[config.mk]
export PLATFORM = sky130hd
export DESIGN_NAME = bcd_serial_add_ctrl
export DESIGN_NICKNAME = d
export VERILOG_FILES = /design/src/rtl/bcd_serial_add_ctrl.sv
export SDC_FILE = /design/constraint.sdc
export NUM_CORES = 1
export LEC_CHECK = 0
export CORE_MARGIN = 2
export CORE_UTILIZATION = 40
export CTS_CLUSTER_DIAMETER = 120
export DETAILED_ROUTE_END_ITERATION = 12
export GPL_ROUTABILITY_DRIVEN = 0
export GPL_TIMING_DRIVEN = 0
export PLACE_DENSITY_LB_ADDON = 0.12
export SLEW_MARGIN = 20
export SYNTH_ARGS = -nofsm -noshare
export SYNTH_HDL_FRONTEND = slang
export SYNTH_SLANG_ARGS = --single-unit
export TNS_END_PERCENT = 100
[constraint.sdc]
create_clock -name clk -period 5.1 [get_ports clk]
set_clock_uncertainty 0.2 [all_clocks]
set_input_delay 0.765 -clock clk [delete_from_list [all_inputs] [get_ports clk]]
set_output_delay 0.765 -clock clk [all_outputs]
set_load 0.005 [all_outputs]
[src/rtl/bcd_serial_add_ctrl.sv]
// rtl/bcd_serial_add_ctrl.sv - digit-serial BCD adder, one digit per cycle (optional BCD_SUB_EN adds sub port)
module bcd_serial_add_ctrl #(
    parameter int NDIG = 4
) (
    input  logic                clk,
    input  logic                rst_n,
    input  logic                start,
    input  logic [4*NDIG-1:0]   a,
    input  logic [4*NDIG-1:0]   b,
    input  logic                cin,
`ifdef BCD_SUB_EN
    input  logic                sub,
`endif
    output logic [4*NDIG-1:0]   sum,
    output logic                cout,
    output logic                busy,
    output logic                done,
    output logic                err
);

    localparam logic [1:0] S_IDLE = 2'd0;
    localparam logic [1:0] S_ADD  = 2'd1;
    localparam logic [1:0] S_DONE = 2'd2;
    localparam logic [2:0] LAST_DIG = 3'(NDIG - 1);

    logic [1:0]          state;
    logic [2:0]          dig_cnt;
    logic                carry;
    logic [4*NDIG-1:0]   a_q;
    logic [4*NDIG-1:0]   b_q;

    logic [4*NDIG-1:0]   b_load;
    logic                carry_load;
    logic                bad_digit;
    logic [3:0]          a_dig;
    logic [3:0]          b_dig;
    logic [4:0]          dig_sum;
    logic [3:0]          dig_res;
    logic                carry_next;

    // Subtraction folds into the adder as nine's complement of B plus a forced carry-in.
    always_comb begin
        b_load     = b;
        carry_load = cin;
        bad_digit  = 1'b0;
        for (int k = 0; k < NDIG; k++) begin
            if (a[4*k +: 4] > 4'd9 || b[4*k +: 4] > 4'd9) begin
                bad_digit = 1'b1;
            end
`ifdef BCD_SUB_EN
            if (sub) begin
                b_load[4*k +: 4] = 4'd9 - b[4*k +: 4];
            end
`endif
        end
`ifdef BCD_SUB_EN
        if (sub) begin
            carry_load = 1'b1;
        end
`endif
    end

    always_comb begin
        a_dig = '0;
        b_dig = '0;
        for (int k = 0; k < NDIG; k++) begin
            if (dig_cnt == 3'(k)) begin
                a_dig = a_q[4*k +: 4];
                b_dig = b_q[4*k +: 4];
            end
        end
        dig_sum = {1'b0, a_dig} + {1'b0, b_dig} + {4'b0, carry};
        // Adding 6 modulo 16 skips the six unused codes; bit 4 of s is discarded on purpose.
        if (dig_sum > 5'd9) begin
            dig_res    = dig_sum[3:0] + 4'd6;
            carry_next = 1'b1;
        end else begin
            dig_res    = dig_sum[3:0];
            carry_next = 1'b0;
        end
    end

    always_ff @(posedge clk or negedge rst_n) begin
        if (!rst_n) begin
            state   <= S_IDLE;
            dig_cnt <= '0;
            carry   <= 1'b0;
            a_q     <= '0;
            b_q     <= '0;
            sum     <= '0;
            cout    <= 1'b0;
            err     <= 1'b0;
        end else begin
            case (state)
                S_IDLE: begin
                    if (start) begin
                        state   <= S_ADD;
                        a_q     <= a;
                        b_q     <= b_load;
                        carry   <= carry_load;
                        sum     <= '0;
                        cout    <= 1'b0;
                        dig_cnt <= '0;
                        err     <= bad_digit;
                    end
                end
                S_ADD: begin
                    for (int k = 0; k < NDIG; k++) begin
                        if (dig_cnt == 3'(k)) begin
                            sum[4*k +: 4] <= dig_res;
                        end
                    end
                    carry <= carry_next;
                    if (dig_cnt == LAST_DIG) begin
                        cout  <= carry_next;
                        state <= S_DONE;
                    end else begin
                        dig_cnt <= dig_cnt + 3'd1;
                    end
                end
                S_DONE: begin
                    state <= S_IDLE;
                end
                default: begin
                    state <= S_IDLE;
                end
            endcase
        end
    end

    assign busy = (state == S_ADD) || (state == S_DONE);
    assign done = (state == S_DONE);

endmodule

== After elaboration in Yosys (flattened, before gate mapping) ==
Cells that the tools add are included.

* Flip-flop bits (word level): 56
* Input bits: 36
* Output and inout port bits: 20

* Add/sub/neg operators: 4
* $lt $le $gt $ge: 9
* Equal/unequal tests: 11
* Multiplexer cells: 31
* Reductions and logical operators: 16

{| class="wikitable"
|+ Operators by type and width
! kind !! number
|-
| 4-bit two-way mux || 13
|-
| 4-bit > comparator (second input constant) || 8
|-
| 16-bit one-hot mux with 2 select lines || 1
|-
| 16-bit two-way mux || 1
|-
| 3-bit AND reduction || 5
|-
| 2-bit inequality test (second input constant) || 6
|-
| 1-bit two-way mux || 8
|-
| 3-bit by 2-bit == test with 1-bit output (second input constant) || 2
|-
| 3-bit two-way mux || 2
|-
| 3-bit one-hot mux with 2 select lines || 1
|-
| 2-bit AND reduction || 3
|-
| 4-bit by 4-bit adder with 5-bit output || 1
|-
| 5-bit by 1-bit adder with 5-bit output || 1
|-
| 5-bit by 4-bit > comparator with 1-bit output (second input constant) || 1
|-
| 1-bit logical OR || 5
|-
| 4-bit by 3-bit adder with 4-bit output (second input constant) || 1
|-
| 2-bit two-way mux || 2
|-
| 1-bit one-hot mux with 2 select lines || 2
|-
| 2-bit one-hot mux with 2 select lines || 1
|-
| 3-bit by 1-bit adder with 3-bit output (second input constant) || 1
|-
| 3-bit by 1-bit == test with 1-bit output (second input constant) || 1
|-
| 3-bit logical NOT || 1
|-
| 2-bit by 1-bit == test with 1-bit output (second input constant) || 1
|-
| 2-bit == test (second input constant) || 1
|-
| 2 further kinds || 2
|}

== Longest topological paths before layout ==
Gate-level depths: netlist of the first run.

* Depth in word-level cells: 11
* Mapped depth: 16

== Worst setup path before layout of the first run ==
No wires, ideal clock.

* Kind: flip-flop to flip-flop
* Start: reg dig_cnt[0]
* End: reg sum[10]
* Arrival time: 3772 ps
* Slack: 1046 ps
* Cell stages (with the launch flop): 14
* Buffers on the path: 1
* Clock period less this slack: 4054 ps
* Cell sequence: dfrtp_1 > ha_1 > ha_1 > clkbuf_1 > nor2_1 > a22oi_1 > fa_1 > fa_1 > xor2_1 > ha_1 > a22oi_1 > a311oi_4 > mux2_2 > o21ai_0

* Cells in the longest elaborated chain, start to end: 11
* Elaborated cells between the ends (all ways): 21

{| class="wikitable"
|+ Ends and longest elaborated chain
! what !! line !! text
|-
| start: declaration || 27 || <nowiki>logic [2:0] dig_cnt;</nowiki>
|-
| start signal: assignment || 118 || <nowiki>dig_cnt <= dig_cnt + 3'd1;</nowiki>
|-
| 3-bit logical NOT || 67 || <nowiki>if (dig_cnt == 3'(k)) begin</nowiki>
|-
| 4-bit two-way mux (4 in series) || 67 ||
|-
| 4-bit by 4-bit adder with 5-bit output || 72 || <nowiki>dig_sum = {1'b0, a_dig} + {1'b0, b_dig} + {4'b0, carry};</nowiki>
|-
| 5-bit by 1-bit adder with 5-bit output || 72 ||
|-
| 4-bit by 3-bit adder with 4-bit output or 5-bit by 4-bit > comparator with 1-bit output (tied branches) || 75, 74 ||
|-
| 4-bit two-way mux || 74 || <nowiki>if (dig_sum > 5'd9) begin</nowiki>
|-
| 4-bit two-way mux || 109 || <nowiki>if (dig_cnt == 3'(k)) begin</nowiki>
|-
| 16-bit one-hot mux with 2 select lines || 94 || <nowiki>case (state)</nowiki>
|-
| end signal: indexed assignment || 110 || <nowiki>sum[4*k +: 4] <= dig_res;</nowiki>
|-
| end: declaration || 14 || <nowiki>output logic [4*NDIG-1:0] sum,</nowiki>
|}

Several ways; a longest one is shown, not always the timed one. The select of a mux whose other input is x is not followed.
A chain may end at the register's enable or synchronous reset.

== Worst setup path after layout of the first run ==
* Start: reg dig_cnt[0]
* End: reg sum[6]

The elaborated chain is that of the path after synthesis.

==> impl_metrics.csv, run 1 <==
group,metric,value,unit
yosys,syn-num-nets,318,
power_and_ir_drop,pwr_density_cell,788,nW/um^2
sta,tns,0,ps
yosys,synth-edff-count,0,
sta,grt_setup_unrepaired,"false",
clock_tree,cts_tree,"done",
floorplanning,initial_core_util,41.7,%
yosys,synth_area,2850,um^2
placement,placed_cell_area,3530,um^2
run,cap_violations,0,
finish,multi_input_area,1360,um^2
floorplanning,die-area,7810,um^2
clock_tree,clockRootBuffer,"clkbuf_8",
clock_tree,cts_buffer_depth,2,
power_and_ir_drop,ir_drop,0.000332,V
finish,final-seq-area,1400,um^2
placement,io_buffer_count,55,
sta,max_freq,218,MHz
sta,final_hold_viol_count,0,
global_routing,grt_pass1_wl,10.3,mm
detailed_routing,vias_per_cell,5.03,
global_routing,track_usage,16.9,%
detailed_routing,drtIter0Drc,65,
critical_path,cp.required,5130,ps
sta,finalCriticalPeriod,4590,ps
critical_path,crit_slowest_cell,"nor2_1",
detailed_routing,routedWlPerCell,14.3,um
finish,syn2layout_area_growth,27.6,%
finish,diodes,0,
hold_path,hp-class,"input port to async pin",
yosys,synth_top_area_cell,"dfrtp_1",
detailed_routing,via_count,2147,
floorplanning,core,6830,um^2
detailed_routing,ant_nets,0,
sta,period_share,89.9,%
finish,post-route-cell-area,3630,um^2
placement,dp.final_hpwl,4.80,mm
critical_path,critical_path.max_stage_delay,540,ps
critical_path,startpoint_type,"register",
critical_path,cp_data_arrival_time,4620,ps
yosys,synth-compound-area-share,16.2,%
finish,num-fill-cells,665,
yosys,synth_top_family_by_area,"compound AO/OA/AOI/OAI gates",
critical_path,worstSetupPathType,"register to register",
global_routing,grt_pass1_vias,2125,
yosys,avgSynthCellArea,10.6,um^2
status,status,"complete, no violations",
floorplanning,pin_count,56,
critical_path,critPathMaxFanout,10,
yosys,synth_most_common_cell,"dfrtp_1",
sta,setup_viol,0,
clock_tree,clk_pin_slew,100,ps
clock_tree,cts.sinks,56,
detailed_routing,wl,6.13,mm
yosys,ys_seq_elements,56,
yosys,synthMuxAreaShare,14.6,%
yosys,synthArstFlopShare,100,%
yosys,ys_top_cells_by_count,"dfrtp_1, mux2_2, nand2_1",
yosys,synth-adder-area-share,6.68,%
critical_path,crit_chain,"ha_1 -> ha_1 -> clkbuf_1 -> nor2_1 -> a22oi_1 -> fa_1 -> fa_1 -> xor2_1 -> ha_1 -> a22oi_1 -> a311oi_4 -> mux2_2 -> o21ai_0",
sta,worst_slew_pin_slew,616,ps
clock_tree,clock_latency,310,ps
yosys,synth_top_cell_area_share,49.2,%
global_routing,grt_max_degree,34,
detailed_routing,drcViolationCount,0,
detailed_routing,first_pass_iters,4,
yosys,synthCells,268,
yosys,yosys.area_share.simple,9.63,%
yosys,yosysWarnings,0,
finish,layout.nets,381,
global_routing,grt-ovfl-total,0,
finish,drive_gt1_share,14.8,%
critical_path,cp-end-kind,"register",
floorplanning,num_rows,30,
yosys,yosys.area_share.xor_xnor,0.615,%
yosys,synth_cell_types,29,
critical_path,cpMostUsedCell,"ha_1",
critical_path,critPathTopFamily,"adder cells",
sta,slew_violations,0,
finish,fin_cells,427,
placement,dp.cells,420,
floorplanning,die_y,88.4,um
sta,maxSlewHeadroom,58.8,%
yosys,ys_seq_area_share,49.2,%
floorplanning,fp.dieW,88.4,um
clock_tree,h-tree-depth,2,
clock_tree,cts_made_buffers,5,
global_routing,antenna_found_initial,0,
power_and_ir_drop,leakagePower,1.54,nW
yosys,netlist_top_cells_area,"dfrtp_1, mux2_2, ha_1, o21ai_0, nand2_1",
yosys,synth_flop_cell,"dfrtp_1",
critical_path,crit_buf_inv,1,
==> flip-flops by register name (all words and copies together) (netlist names) <==
register	flops
a_q	16
b_q	16
carry	1
cout	1
dig_cnt	3
err	1
state	2
sum	16
==> what timing repair did <==
item | CTS | global route
buffers inserted | 0 | 0
hold buffers | 0 | 0
setup endpoints to repair | 0 | 1
gates resized for setup | 0 | 2
==> power breakdown <==
| part | total, mW | leakage [nW] | switching [mW] | internal, mW |
|---|---|---|---|---|
| Combinational | 1.84 | 0.806 | 0.975 | 0.862 |
| Sequential | 0.762 | 0.688 | 0.107 | 0.655 |
| Clock | 0.264 | 0.0503 | 0.142 | 0.121 |
| Total | 2.86 | 1.54 | 1.22 | 1.64 |
==> worst register-to-register path, cell delays in order (launching register included) <==
cell	delay, ps
dfrtp_1	430
ha_1	220
ha_1	180
clkbuf_1	220
nor2_1	540
a22oi_1	200
fa_1	460
fa_1	420
xor2_1	250
ha_1	230
a22oi_1	150
a311oi_4	420
mux2_2	420
o21ai_0	170
==> logic make-up after synthesis <==
group,Yosys count
AO/OA/AOI/OAI,73
XOR/XNOR,2
adder cells (fa/ha/maj),14
buffers and inverters,23
flip-flops,56
multiplexers,37
AND/OR/NAND/NOR,63
==> metal layers <==
layer  GRT usage (%)  wire [um]  vias to the layer above
met5               0          0                        -
met4            3.72         49                        0
met3            2.89        177                        4
met2            28.8       2950                       38
met1            22.6       2950                     1034
li1                -          -                     1071
==> cell usage in the layout, fill, tap and decap left out <==
cell type / count
a21o_1: 4
a21oi_1: 16
a221oi_1: 1
a22o_1: 6
a22oi_1: 5
a311oi_4: 1
a31oi_1: 2
and3b_1: 1
buf_12: 1
buf_4: 1
clkbuf_1: 12
clkbuf_2: 1
clkbuf_8: 7
clkdlybuf4s50_1: 54
dfrtp_1: 56
fa_1: 2
ha_1: 12
inv_1: 10
mux2_2: 37
nand2_1: 36
nand2b_1: 2
nand3_1: 4
nand4_1: 2
nor2_1: 12
nor2b_1: 3
nor3_1: 2
o21a_1: 1
o21ai_0: 28
o22ai_1: 3
o31ai_1: 5
o32ai_1: 1
or3_4: 1
xnor2_1: 1
xor2_1: 1
==> layout make-up <==
| cell class | instances | area share (%) |
|---|---|---|
| inverters | 10 | 1.03 |
| repair buffers | 56 | 15.6 |
| well taps | 96 | 3.31 |
| plain buffers | 13 | 1.38 |
| flip-flops and latches | 56 | 38.6 |
| multi-input cells | 189 | 37.4 |
| clock buffers | 7 | 2.65 |
==> worst paths after layout <==
check | startpoint | slack, ps | to | depth (start not counted)
worst max-delay path | dig_cnt[0] | 510 | sum[6] | 13
worst min register to register | sum[11] | 280 | sum[11] | 2
min in group clk | sum[11] | 280 | sum[11] | 2
worst max register to register | dig_cnt[0] | 510 | sum[6] | 13
worst min-delay path | rst_n | 150 | a_q[14] | 1
max in group asynchronous | rst_n | 4070 | a_q[10] | 2
==> through the flow <==
| step | setup WS [ps] | hold slack [ps] | utilization (%) | power [mW] |
|---|---|---|---|---|
| detailed placement | 397 | 267 | 51.7 | 2.64 |
| floorplan | 1050 | 269 | - | 2.12 |
| finish | 515 | 148 | 53.2 | 2.86 |
| global route | 116 | 165 | 53.2 | 3.15 |
| CTS | 369 | 155 | 53.2 | 2.91 |
| global placement | 446 | 263 | 51.5 | 2.60 |
Power figures use the tool's default switching activity.
==> run 2: changes to the inputs <==
--- a/config.mk
+++ b/config.mk
@@ -5,8 +5,10 @@
 export SDC_FILE = /design/constraint.sdc
 export NUM_CORES = 1
 export LEC_CHECK = 0
+export ABC_AREA = 1
 export CORE_MARGIN = 2
 export CORE_UTILIZATION = 40
+export CTS_BUF_LIST = sky130_fd_sc_hd__clkbuf_2 sky130_fd_sc_hd__clkbuf_4 sky130_fd_sc_hd__clkbuf_8
 export CTS_CLUSTER_DIAMETER = 120
 export DETAILED_ROUTE_END_ITERATION = 12
 export GPL_ROUTABILITY_DRIVEN = 0
==> impl_metrics.csv, run 2 <==
group,metric,value,unit
sta,period_share,75.7,%
sta,setup_slack,1240,ps
yosys,synth_top_area_cell,"dfrtp_1",
clock_tree,cts_buffer_depth,2,
yosys,synth_flop_cell,"dfrtp_1",
sta,grt_setup_unrepaired,"false",
finish,layout_commonest_cell,"nand2_1",
detailed_routing,vias_per_cell,4.96,
critical_path,cp_data_arrival_time,3870,ps
finish,num-fill-cells,719,
yosys,synth_top_cell_area_share,47.1,%
detailed_routing,drtIter0Drc,78,
floorplanning,die_y,90.2,um
detailed_routing,routed.top_layer,"met4",
yosys,synthCells,307,
clock_tree,cts_tree,"done",
clock_tree,cts.sinks,56,
finish,drive_gt1_share,16.5,%
clock_tree,clk_pin_slew,110,ps
placement,dp.final_hpwl,5.00,mm
finish,diodes,0,
critical_path,crit_slowest_cell,"fa_1",
critical_path,critical_path.max_stage_delay,450,ps
floorplanning,die-area,8140,um^2
yosys,ys_seq_area_share,47.1,%
clock_tree,cts-resized-gates,0,
clock_tree,postCtsSetupRepairBufs,0,
hold_path,hp-class,"register to register",
hold_path,holdCritStartpoint,"sum[2]",
critical_path,cp-end-kind,"register",
detailed_routing,first_pass_iters,4,
yosys,ys_seq_elements,56,
yosys,synth_most_common_cell,"nand2_1",
detailed_routing,via_count,2327,
sta,slew_violations,0,
finish,layout.nets,419,
yosys,synth_cell_types,35,
detailed_routing,drcViolationCount,0,
run,cap_violations,0,
clock_tree,cts_made_buffers,5,
detailed_routing,wirelength_met1,3.00,mm
critical_path,crit_chain,"inv_1 -> ha_1 -> inv_2 -> nor2_2 -> nand2_1 -> nand3_1 -> o21ai_0 -> nor2_1 -> a21oi_1 -> fa_1 -> fa_1 -> inv_1 -> nand2_1 -> nand2_2 -> ha_1 -> nand2_1 -> a21boi_4 -> nand2_4 -> nand3_2 -> nand4_1 -> nand2_1",
sta,setup_viol,0,
critical_path,cpMostUsedCell,"nand2_1",
global_routing,grt_pass1_vias,2333,
placement,pre_cts_ws,1250,ps
clock_tree,clockRootBuffer,"clkbuf_8",
clock_tree,clock_latency,310,ps
sta,finalCriticalPeriod,3860,ps
critical_path,cp.required,5110,ps
yosys,avgSynthCellArea,9.69,um^2
finish,utilization,51.9,%
yosys,syn-num-nets,357,
floorplanning,fp.dieW,90.2,um
yosys,ys_top_cells_by_count,"nand2_1, dfrtp_1, o21ai_0",
sta,final_hold_viol_count,0,
sta,worst_slew_pin_slew,715,ps
floorplanning,core,7210,um^2
detailed_routing,ant_nets,0,
critical_path,crit_path_start,"dig_cnt[1]",
global_routing,track_usage,17.3,%
sta,max_freq,259,MHz
floorplanning,initial_core_util,41.2,%
critical_path,r2r_start,"dig_cnt[1]",
yosys,synthArstFlopShare,100,%
global_routing,antenna_found_initial,0,
floorplanning,pin_count,56,
detailed_routing,routedWlPerCell,13.8,um
critical_path,worstSetupPathType,"register to register",
floorplanning,num_rows,31,
yosys,netlist_top_cells_area,"dfrtp_1, nand2_1, mux2_2, ha_1, mux2_1",
status,status,"complete, no violations",
yosys,synth-edff-count,0,
detailed_routing,wl,6.46,mm
sta,tns,0,ps
sta,maxSlewHeadroom,52.3,%
finish,final_cell_mix,"nand2_1, dfrtp_1, clkdlybuf4s50_1",
finish,syn2layout_area_growth,25.9,%
clock_tree,h-tree-depth,2,
clock_tree,cts_hold_buffers,0,
global_routing,grt_max_degree,57,
yosys,synth_area,2980,um^2
critical_path,startpoint_type,"register",
placement,io_buffer_count,55,
global_routing,grt_pass1_wl,11.3,mm
finish,top_regs,"a_q: 16 flops, b_q: 16 flops, sum: 16 flops",
global_routing,grt-ovfl-total,0,
critical_path,critPathMaxFanout,9,
yosys,yosysWarnings,0,
detailed_routing,wl_met2,3.06,mm
detailed_routing,dr_wl_met3,312,um
## run 2: changes by cell type after synthesis, sizes merged, moves of 6 or more
| cell | delta |
|---|---|
| nand3 | +19 |
| mux2 | -9 |
| nand2 | +42 |
| inv | +21 |
| clkbuf | -12 |
| a21oi | -6 |
| nand4 | +7 |
| buf | +6 |
| a22o | -6 |
## run 2: cell families (layout without fill, tap and decap cells)
family | Yosys count | in the layout | synth area share (%)
AND/OR/NAND/NOR | 122 | 122 | 20.0
multiplexers | 28 | 28 | 10.6
adder cells (fa/ha/maj) | 14 | 14 | 6.39
flip-flops | 56 | 56 | 47.1
AO/OA/AOI/OAI | 49 | 49 | 10.2
buffers and inverters | 38 | 101 | 5.68
## run 2: per-layer routing
layer  vias up  track usage (%)
li1       1160                -
met1      1111             23.5
met3         8             3.27
met2        48             28.3
met4         0             5.00
met5         -                0
## run 2: layout make-up
type	count	area (um^2)	area share, %
Tap cell	99	124	3.31
Clock buffer	6	82.6	2.20
Clock inverter	2	17.5	0.467
Inverter	31	116	3.11
Sequential cell	56	1400	37.4
Timing Repair Buffer	55	548	14.6
Multi-Input combinational cell	213	1410	37.5
Buffer	7	52.6	1.40
## run 2: path summary, 6_finish.rpt
check	end	slack, ps	depth (start not counted)
max reg2reg	sum[9]	1240	21
max	sum[9]	1240	21
max in group asynchronous	b_q[15]	3930	1
min in group asynchronous	b_q[3]	300	1
min	sum[2]	290	2
min reg2reg	sum[2]	290	2
## run 2: worst max-delay path: cells and delay by family (launching register included)
family | cells | cell delay (ps)
AOI/OAI and AO/OA | 3 | 300
adders and majority gates | 4 | 1260
buffers and inverters | 3 | 260
DFF | 1 | 420
and+or+nand+nor | 11 | 1320
## run 2: stage by stage
step                      cell area (um^2)  hold slack [ps]  std cells
after floorplan                       2980              253        307
after global placement                3650              258        461
after detailed placement              3650              273        461
after CTS                             3750              302        469
after global routing                  3750              317        469
final                                 3750              292        469
Power of run 2 is not shown: default switching activity piles up to over one toggle a cycle in this logic, so the estimate is an artifact.
==> RTL edit, RTL diff (settings of run 2) <==
The option `BCD_SUB_EN` is turned on by a define.
--- a/src/rtl/bcd_serial_add_ctrl.sv
+++ b/src/rtl/bcd_serial_add_ctrl.sv
@@ -1,4 +1,6 @@
 // rtl/bcd_serial_add_ctrl.sv - digit-serial BCD adder, one digit per cycle (optional BCD_SUB_EN adds sub port)
+`define BCD_SUB_EN
+
 module bcd_serial_add_ctrl #(
     parameter int NDIG = 4
 ) (
Interface: changed (added sub); port bits go from 56 to 57. The function was not compared with the original's and may differ.
==> RTL edit against run 2 <==
- worst setup slack lost 370 ps
- count of clock-buffer cells in the layout did not move
- utilization rose by 0.51 points
- synthesized area up 2.6%
- design area is 2.6% higher
- sequential cell count unchanged
- routed wire length increased by 9.9%
- via count rose by 13%
- critical path type unchanged
==> RTL edit: results <==
[finish]
num-fill-cells = 692
clockNetworkAreaShare_pct = 2.41
nNetsFinal = 501
n_all_buffers = 67
seq_cells = 56
buffer_area_share_pct = 16.1
num-multi-input-gates = 271
clockBufferCount = 6
drive_gt1_share_pct = 5.15
sh_seq_area_pct = 36.4
multi_input_area_share_pct = 37.3
nonClockInverterCount = 45

[yosys]
synthTopCellsByCount = 133 x nand2_1, 56 x dfrtp_1, 40 x o21ai_0
synthTopCellsByArea = dfrtp_1 46%, nand2_1 16%, ha_1 6.6%, o21ai_0 6.6%, inv_1 4.8%
synthAdderAreaFrac_pct = 7.87
synth_mux_area_share_pct = 0
synth-xor-area-share_pct = 2.30
synthDistinctLibCells = 29
yosysSeqAreaShare_pct = 45.9
synth.net_count = 438
synth-compound-area-share_pct = 13.6
yosys_warnings = 0

[clock_tree]
cts_root_buf = clkbuf_8

[setup_path]
ff2ff_path_depth = 19
endpoint = sum[11]
worstReg2RegStart = dig_cnt[0]
r2r_slack_ps = 870
reg2reg_to = sum[11]
critPathMaxFanout = 8

[global_route]
grt_pass1_wl_um = 12200
grtUsageTotal_pct = 18.1

[power_and_ir_drop]
leakage_nw = 1.90

[status]
outcome = finished clean

[place]
dp_hpwl_um = 5470

[timing]
relSlewSlack_pct = 51.4

[routing]
via_count = 2628
first_iter_violations = 116
routed_wl_um = 7100

[min_path]
hold_class = primary input to asynchronous set/reset pin
-- RTL edit: how the worst min path moves through the flow --
stage	startpoint	to	slack, ps	cells after the start
final	rst_n	dig_cnt[0]	210	2
after global routing	rst_n	dig_cnt[1]	220	2
after CTS	rst_n	dig_cnt[1]	230	2
after detailed placement	sum[0]	sum[0]	260	2
after global placement	sum[12]	sum[12]	260	2
after floorplan	a_q[8]	a_q[8]	240	2
-- RTL edit: critical path, stage by stage, from the launching register on --
cell      delay, ps
dfrtp_1         440
inv_1           100
ha_1            140
nand2_1         100
nor2_1          570
a22oi_1         170
o211ai_1        200
o21ai_0         150
fa_1            430
fa_1            400
nand2_1          80
nand2_1          80
ha_1            240
nand2_1          60
a21boi_0        180
nand2_1         110
nand2_1         130
nand3_1         170
nand3_1         120
nand2_1          50
-- RTL edit: through the flow --
step / setup WS, ps / hold slack, ps / instance area (sq um) / total power, mW / std cells
CTS: 863 / 231 / 3840 / 2.65 / 546
detailed placement: 868 / 257 / 3750 / 2.40 / 538
global placement: 934 / 255 / 3730 / 2.35 / 537
global route: 404 / 215 / 3840 / 2.94 / 546
floorplan: 1590 / 244 / 3050 / 1.91 / 383
finish: 872 / 211 / 3840 / 2.64 / 546
-- RTL edit: cell families (layout without fill, tap and decap cells) --
group | Yosys count | after routing
DFF | 56 | 56
adders and majority gates | 18 | 18
AOI/OAI and AO/OA | 70 | 70
buffers and inverters | 56 | 120
xor gates and xnor gates | 8 | 8
and+or+nand+nor | 175 | 175
-- RTL edit: layer usage --
metal / global-route usage, % / share of wire [%]
met1: 22.7 / 46
met2: 31.6 / 50
met5: 0 / 0
met3: 3.73 / 3.1
met4: 5.18 / 0.96
-- RTL edit: power by group --
part	internal, mW	switching, mW
Clock	0.109	0.146
Combinational	0.593	1.05
Sequential	0.636	0.102
Total	1.34	1.30
